--- config.mk ---
export PLATFORM = sky130hd
export DESIGN_NAME = mux_arbiter
export DESIGN_NICKNAME = d
export VERILOG_FILES = /design/src/rtl/mux_arbiter.sv
export SDC_FILE = /design/constraint.sdc
export NUM_CORES = 1
export LEC_CHECK = 0
export CORE_AREA = 2 2 43 45
export DETAILED_ROUTE_END_ITERATION = 12
export DIE_AREA = 0 0 45 47
export PLACE_DENSITY = 0.63
export SETUP_SLACK_MARGIN = 0.3
export SLEW_MARGIN = 20
export SYNTH_ARGS = -nofsm -noshare
export SYNTH_HDL_FRONTEND = slang
export SYNTH_SLANG_ARGS = --single-unit
export TNS_END_PERCENT = 50
--- constraint.sdc ---
create_clock -name clk -period 3.8 [get_ports clk]
set_clock_uncertainty 0.1 [all_clocks]
set_input_delay 1.14 -clock clk [delete_from_list [all_inputs] [get_ports clk]]
set_output_delay 1.14 -clock clk [all_outputs]
set_load 0.01 [all_outputs]
--- src/rtl/mux_arbiter.sv ---
// Round-robin arbiter that drives the select of an n-way mux.
// It holds a grant for up to max_burst back-to-back transfers before rotating.
module mux_arbiter #(
    parameter int unsigned switch_bits = 1,
    parameter int unsigned max_burst   = 1,
    localparam int unsigned n_cell     = 1 << switch_bits
) (
    input  logic                   clk,
    input  logic                   rst_n,
    input  logic [n_cell-1:0]      req,
    output logic [n_cell-1:0]      ack,
    output logic [switch_bits-1:0] sel,
    output logic                   out_valid,
    input  logic                   out_ready
);

    localparam int unsigned CNT_W      = 8;
    localparam logic [CNT_W-1:0] BURST_LAST = CNT_W'(max_burst - 1);

    typedef enum logic [0:0] {IDLE, GRANT} state_e;

    state_e                 state_q, state_d;
    logic [switch_bits-1:0] sel_q, sel_d;
    logic                   out_valid_q, out_valid_d;
    logic [switch_bits-1:0] ptr_q, ptr_d;
    logic [CNT_W-1:0]       burst_cnt_q, burst_cnt_d;

    logic [switch_bits-1:0] next_ptr_c;
    logic [switch_bits-1:0] search_base_c;
    logic [switch_bits-1:0] win_c;
    logic                   win_found_c;

    assign next_ptr_c = sel_q + switch_bits'(1);

    // While granting, the only re-arbitration happens after rotation, so search from sel+1.
    assign search_base_c = (state_q == GRANT) ? next_ptr_c : ptr_q;

    // First requester at or after the search base, wrapping around.
    always_comb begin
        logic [switch_bits-1:0] idx;
        win_c       = '0;
        win_found_c = 1'b0;
        idx         = '0;
        for (int unsigned k = 0; k < n_cell; k++) begin
            idx = switch_bits'(32'(search_base_c) + k);
            if (!win_found_c && req[idx]) begin
                win_found_c = 1'b1;
                win_c       = idx;
            end
        end
    end

    always_comb begin
        state_d     = state_q;
        sel_d       = sel_q;
        out_valid_d = out_valid_q;
        ptr_d       = ptr_q;
        burst_cnt_d = burst_cnt_q;
        case (state_q)
            IDLE: begin
                if (win_found_c) begin
                    sel_d       = win_c;
                    out_valid_d = 1'b1;
                    burst_cnt_d = '0;
                    state_d     = GRANT;
                end
            end
            GRANT: begin
                if (out_ready) begin
                    // Counter never exceeds BURST_LAST, so inequality is the "< max_burst-1" test.
                    if (req[sel_q] && (burst_cnt_q != BURST_LAST)) begin
                        burst_cnt_d = burst_cnt_q + CNT_W'(1);
                    end else begin
                        ptr_d       = next_ptr_c;
                        burst_cnt_d = '0;
                        if (win_found_c) begin
                            sel_d = win_c;
                        end else begin
                            out_valid_d = 1'b0;
                            state_d     = IDLE;
                        end
                    end
                end
            end
            default: begin
                state_d     = IDLE;
                out_valid_d = 1'b0;
            end
        endcase
    end

    always_ff @(posedge clk) begin
        if (!rst_n) begin
            state_q     <= IDLE;
            sel_q       <= '0;
            out_valid_q <= 1'b0;
            ptr_q       <= '0;
            burst_cnt_q <= '0;
        end else begin
            state_q     <= state_d;
            sel_q       <= sel_d;
            out_valid_q <= out_valid_d;
            ptr_q       <= ptr_d;
            burst_cnt_q <= burst_cnt_d;
        end
    end

    // Ack is a decode of the live handshake; suppressed while reset is asserted.
    always_comb begin
        ack = '0;
        if (rst_n && out_valid_q && out_ready) begin
            ack = n_cell'(1) << sel_q;
        end
    end

    assign sel       = sel_q;
    assign out_valid = out_valid_q;

endmodule

# ---- After elaboration in Yosys (flattened, before gate mapping)
# Index checks and enable logic that the tools add are counted.
dict set report totals {
  regBits 12
  inputBits 5
  output_inout_bits 4
  elab_cells 57
}
dict set report op_classes {
  add_sub_neg 3
  magnitude_cmp 3
  eq_ne 4
  n_shift 1
  muxes 29
  bitwise_logic 2
  n_reduce_logical 10
}
# op count
set op_table {}
lappend op_table {{$mux W8} 3}
lappend op_table {{$mux W1} 21}
lappend op_table {{$pmux W8 S2} 1}
lappend op_table {{$add A8 B1 Y8 const B} 1}
lappend op_table {{$ne A2 B2 Y1 const B} 4}
lappend op_table {{$reduce_bool A8 Y1} 1}
lappend op_table {{$lt A1 B2 Y1 const B} 3}
lappend op_table {{$pmux W1 S2} 3}
lappend op_table {{$logic_and A1 B1 Y1} 4}
lappend op_table {{$reduce_and A2 Y1} 2}
lappend op_table {{$reduce_and A4 Y1} 1}
lappend op_table {{$reduce_and A3 Y1} 1}
lappend op_table {{$add A1 B1 Y1 const B} 2}
lappend op_table {{$mux W2} 1}
lappend op_table {{$not A1 Y1} 2}
lappend op_table {{$shl A1 B1 Y2 const A} 1}
lappend op_table {{$logic_not A1 Y1} 1}

# ---- Depth between registers and ports, before layout
# Gate-level depths: netlist (run 1).
dict set report logic_depth {
  ltp_word 12
  mapped_depth 6
  ltp_nobuf 6
}

# ---- Worst setup path after synthesis (run 1)
# OpenSTA, ideal clock, no wires.
dict set report synth_timing {
  kind {input-to-output}
  from {in rst_n}
  to {out ack[0]}
  t_arrival_ns 1.652
  required_ns 2.560
  setup_slack_ns 0.908
  stages 3
  cell_sequence {clkbuf_1 > nand3_1 > nor2_1}
}
dict set report synth_between {
  elab_chain_cells 3
}
# item line_no
set synth_rtl {}
lappend synth_rtl {{from (decl)} 9} ;# input logic rst_n,
lappend synth_rtl {{$logic_and A1 B1 Y1 (2 in series)} 111} ;# if (rst_n && out_valid_q && out_ready) begin
lappend synth_rtl {{$mux W2} 111}
lappend synth_rtl {{to (decl)} 11} ;# output logic [n_cell-1:0] ack,
# No other way between the ends.

# ---- Worst setup path in the final report (run 1)
dict set report layout_timing {
  from {in out_ready}
  to {out ack[1]}
}
dict set report layout_between {
  elab_chain_cells 2
}
# item line_no
set layout_rtl {}
lappend layout_rtl {{from (decl)} 14} ;# input logic out_ready
lappend layout_rtl {{$logic_and A1 B1 Y1} 111}
lappend layout_rtl {{$mux W2} 111}
# No other way between the ends.

==> flow_summary.yaml, run 1 <==
cells_and_area:
  final_util_pct: 51.5
  layout.nets: 100
  antenna_cells: 0
  drive_above_1_share_pct: 10.9
  stdcell_count: 109
  synthToLayoutAreaGrowth_pct: 19.9
min_path:
  hold_class: "register to register"
  min_delay_path_depth: 2
  whs_endpoint: "burst_cnt_q[0]"
  hp-start: "burst_cnt_q[0]"
timing:
  grt_setup_unrepaired: "no"
  fmax_mhz: 303
  timing.final.max_slew_violations: 0
  final_hold_viol_count: 0
  setup_slack_ns: 0.497
  setup_tns_ns: 0
  worstMarginPinSlew_ns: 0.527
  setup_viol: 0
  period_needed_ns: 3.30
  period_share_pct: 86.9
  relSlewSlack_pct: 63.8
synthesis:
  synth-main-ff-cell: "dfxtp_1"
  synth-async-reset-ratio_pct: 0
  synthesis.nets: 88
  synth.avg_cell_area_um2: 8.76
  synth_cell_types: 37
  synth.area.top_cells: "dfxtp_1 34%, nand2_1 4.8%, ha_1 3.5%, nor4b_4 3.4%, a211oi_4 2.8%"
  yosys_warnings: 0
  synth_edf_count: 0
  ys_seq_elements: 12
  synth_top_cell_area_share_pct: 33.9
  netlist_area_um2: 709
  yosysMostFrequentCell: "dfxtp_1"
  syn_inst: 81
  yosysSeqAreaShare_pct: 33.9
  synthTopCellsByCount: "12 x dfxtp_1, 9 x nand2_1, 5 x inv_1"
  yosys.area.top_type: "dfxtp_1"
clocking:
  clkLatencyLatePin_ns: 0.28
  cts.sinks: 12
  numCtsBuffers: 3
  cts_buffer_depth: 2
  path_clk_slew_ns: 0.08
  htreeDepth: 1
  postCtsHoldBufs: 0
  ctsRootBufferMaster: "clkbuf_4"
  cts_tree: "built"
power_and_ir_drop:
  p_leak_nw: 0.330
  irDropWorstVdd_v: 0.000183
  pwr_density_cell_nw_per_um2: 317
  total_power_uw: 270
global_routing:
  grt_pass1_wl_mm: 2.48
  antenna_found_initial: 0
  overflow: 0
  first_global_vias: 561
  track_usage_pct: 16.8
  grt_max_degree: 11
setup_path:
  critical_path_arrival_ns: 2.06
  rr_endpoint: "burst_cnt_q[7]"
  reg2regPathDepth: 4
  end_kind: "output pin"
  path_max_fanout: 2
  rr_startpoint: "sel"
  r2r_slack_ns: 2.03
  crit_type: "primary input to output pin"
  start_kind: "primary input"
  required_ns: 2.56
route:
  antenna_left: 0
  vias: 646
  post_drt_wl_per_cell_um: 13.1
  totalWireLength_mm: 1.43
  firstDrtPassIters: 4
  vias_per_cell: 5.93
  drt_iter0_markers: 10
  drc_errors: 0
floorplanning:
  rows: 15
  core_area_um2: 1650
  start_util_pct: 43.0
  io_pins: 9
  die_h_um: 47
  fp.dieW_um: 45
  dieArea_um2: 2120
placement:
  placedCellCount: 105
  preCtsSetupSlack_ns: 0.207
  routabilityCongestion: 0.731
  portBuffers: 8
  dp_hpwl_mm: 1.08
outcome:
  status: "completed"
run:
  drv_cap: 0
worst max-delay path, stage by stage:
cell and delay [ns]:
clkdlybuf4s50_1 0.48, nand3_1 0.09, nor2_1 0.08, dlygate4sd2_1 0.27
flip-flops by register name, indices dropped and copies added (netlist names):
name         count
ptr_q            1
sel              1
out_valid        1
state_q          1
burst_cnt_q      8
layout by cell type, fill, tap and decap left out, drive strengths merged, types with 3 or more instances in the layout:
cell	n
nand4	3
dfxtp	12
a21oi	4
a21boi	3
nand2	9
clkdlybuf4s50	6
inv	5
clkbuf	4
nor2	3
o21ai	3
nor3b	3
nand3	4
layout make-up:
type | instances | area, um2
clock buffer | 4 | 36.3
inverter | 5 | 18.8
sequential | 12 | 240
timing repair buffer | 10 | 96.3
multi-input combinational | 61 | 438
fill | 168 | 801
tap | 17 | 21.3
timing repair:
action / 4_1_cts / 5_1_grt
gates resized for setup: 1 / 1
gates cloned: 0 / 0
setup endpoints to repair: 2 / 1
setup buffers: 0 / 0
worst max-delay path by stage:
stage              start  endpoint  slack [ns]  cells past startpoint
2_1_floorplan      rst_n    ack[0]        0.91                      3
3_3_place_gp       rst_n    ack[1]        0.23                      4
3_5_place_dp   out_ready    ack[1]        0.21                      4
4_1_cts        out_ready    ack[0]        0.22                      4
6_report       out_ready    ack[1]        0.50                      4
5_1_grt            rst_n    ack[1]        0.41                      4
kinds of logic (layout without fill, tap and decap cells):
kind of cell / count (synthesis) / after routing / synth area share [%]
buffers and inverters: 8 / 19 / 4.41
and+or+nand+nor: 32 / 32 / 28.0
DFF: 12 / 12 / 33.9
muxes: 2 / 2 / 2.82
adders and majority gates: 2 / 2 / 3.53
xor gates and xnor gates: 1 / 1 / 1.23
AOI/OAI and AO/OA: 24 / 24 / 26.1
per-stage QoR:
stage	cell area [um2]	hold slack, ns
6_report	851	0.418
5_1_grt	851	0.464
4_1_cts	848	0.427
3_5_place_dp	813	0.418
3_3_place_gp	813	0.392
2_1_floorplan	709	0.369
metal layers:
layer	routed length (um)	GRT usage, %
met5	0	0
met4	23	11.8
met3	62	4.62
met2	669	26.0
met1	672	20.1
power by group:
group          leakage (nW)  total, mW  internal, mW  switching (mW)
Sequential           0.0977      0.133         0.129         0.00429
Combinational         0.211     0.0326        0.0169          0.0157
Clock                0.0210      0.104        0.0583          0.0453
Note: power is estimated with default switching activity, not from simulation.
==> run 2: changes to the inputs <==
--- a/config.mk
+++ b/config.mk
@@ -5,10 +5,11 @@
 export SDC_FILE = /design/constraint.sdc
 export NUM_CORES = 1
 export LEC_CHECK = 0
-export CORE_AREA = 2 2 43 45
+export CORE_AREA = 5 5 60 62
+export CTS_CLUSTER_SIZE = 40
 export DETAILED_ROUTE_END_ITERATION = 12
-export DIE_AREA = 0 0 45 47
-export PLACE_DENSITY = 0.63
+export DIE_AREA = 0 0 65 67
+export PLACE_DENSITY = 0.39
 export SETUP_SLACK_MARGIN = 0.3
 export SLEW_MARGIN = 20
 export SYNTH_ARGS = -nofsm -noshare
==> run 2 against run 1 <==
  * Clock-buffer cell count is 1 lower
  * Sequential cell count stayed put
  * Register-to-register slack hardly changed
  * Die area rose by 110%
  * Fmax shrank 0.60%
  * Power shrank 8.9%
  * Final cell count grew 14%
  * Cell area rose by 0.74%
  * Sequential power barely moved
==> flow_summary.yaml, run 2 (same netlist as run 1, synthesis figures left out) <==
timing:
  relSlewSlack_pct: 63.0
  setup_viol: 0
  period_needed_ns: 3.32
  fmax_mhz: 301
  whs_ns: 0.414
  timing.final.max_slew_violations: 0
  grt_setup_unrepaired: "no"
  final_hold_viol_count: 0
  worstMarginPinSlew_ns: 0.539
  setup_tns_ns: 0
  period_share_pct: 87.4
cells_and_area:
  drive_above_1_share_pct: 9.89
  fin_area_um2: 857
  final_common_cell: "dfxtp_1"
  synthToLayoutAreaGrowth_pct: 20.8
  largest_register_ffs: 8
  layout.nets: 100
  regMostFlops: "burst_cnt_q"
  antenna_cells: 0
  fillers: 324
  most-common-layout-cells: "12 x dfxtp_1, 9 x nand2_1, 6 x clkdlybuf4s50_1, 5 x inv_1"
clocking:
  clkLatencyLatePin_ns: 0.27
  cts_setup_buffers: 0
  htreeDepth: 1
  numCtsBuffers: 3
  ctsRootBufferMaster: "clkbuf_4"
  cts_resized: 1
  path_clk_slew_ns: 0.07
  cts_tree: "built"
  cts.sinks: 12
  cts_buffer_depth: 2
  postCtsHoldBufs: 0
placement:
  placed_area_um2: 833
  dp_hpwl_mm: 1.28
  portBuffers: 8
  routabilityCongestion: 0.667
power_and_ir_drop:
  irDropWorstVdd_v: 0.0000762
  p_leak_nw: 0.323
  total_power_uw: 246
  pwr_density_cell_nw_per_um2: 287
floorplanning:
  start_util_pct: 23.8
  fp.dieW_um: 65
  rows: 20
  die_h_um: 67
  io_pins: 9
  dieArea_um2: 4360
  core_area_um2: 2980
outcome:
  status: "completed"
route:
  post_drt_wl_per_cell_um: 13.4
  antenna_left: 0
  totalWireLength_mm: 1.66
  drc_errors: 0
  firstDrtPassIters: 4
  drt_iter0_markers: 35
  vias_per_cell: 5.06
  vias: 628
setup_path:
  crit_type: "primary input to output pin"
  path_max_fanout: 2
  required_ns: 2.56
  start_kind: "primary input"
  end_kind: "output pin"
  critical_path_arrival_ns: 2.08
run:
  drv_cap: 0
global_routing:
  grt_max_degree: 11
  track_usage_pct: 8.83
  grt_pass1_wl_mm: 2.98
  first_global_vias: 611
  overflow: 0
  antenna_found_initial: 0
min_path:
  hold_class: "register to register"
-- run 2: changes by cell type in the layout (fill, tap and decap cells not counted) --
| cell | change |
|---|---|
| clkbuf_8 | -1 |
-- run 2: where the power goes --
group	switching [mW]	internal [mW]	total, mW
Clock	0.0424	0.0367	0.0790
Combinational	0.0163	0.0168	0.0331
Sequential	0.00434	0.129	0.133
Total	0.0630	0.183	0.246
-- run 2: path summary, 6_finish.rpt --
kind             startpoint  slack (ns)        endpoint  cells after the start
max               out_ready        0.48          ack[0]                      4
min          burst_cnt_q[0]        0.41  burst_cnt_q[0]                      2
max reg2reg             sel        2.04  burst_cnt_q[7]                      4
min reg2reg  burst_cnt_q[0]        0.41  burst_cnt_q[0]                      2
-- run 2: area by class of cell --
class | instances | area, um2 | share of cell area [%]
multi-input combinational | 61 | 438 | 51.1
clock buffer | 3 | 22.5 | 2.63
sequential | 12 | 240 | 28.0
tap | 33 | 41.3 | 4.82
timing repair buffer | 10 | 96.3 | 11.2
inverter | 5 | 18.8 | 2.19
-- run 2: through the flow --
stage                     std cells  setup WS (ns)  utilization (%)
after global placement          121          0.214             28.0
after CTS                       124          0.186             28.7
after floorplan                  81          0.908                -
after detailed placement        121          0.183             28.0
final                           124          0.477             28.8
after global routing            124          0.427             28.8
-- run 2: metal layers --
layer  GRT usage (%)  routed length, um  vias up
met3            2.36                 69        4
met5               0                  0        -
met2            13.4                702       13
met1            11.6                865      287
li1                -                  -      324
met4            3.96                 23        0
-- run 2: worst max-delay path: stages --
cell and delay, ns:
clkdlybuf4s50_1 0.48, nand3_1 0.10, nor2_1 0.09, dlygate4sd2_1 0.27
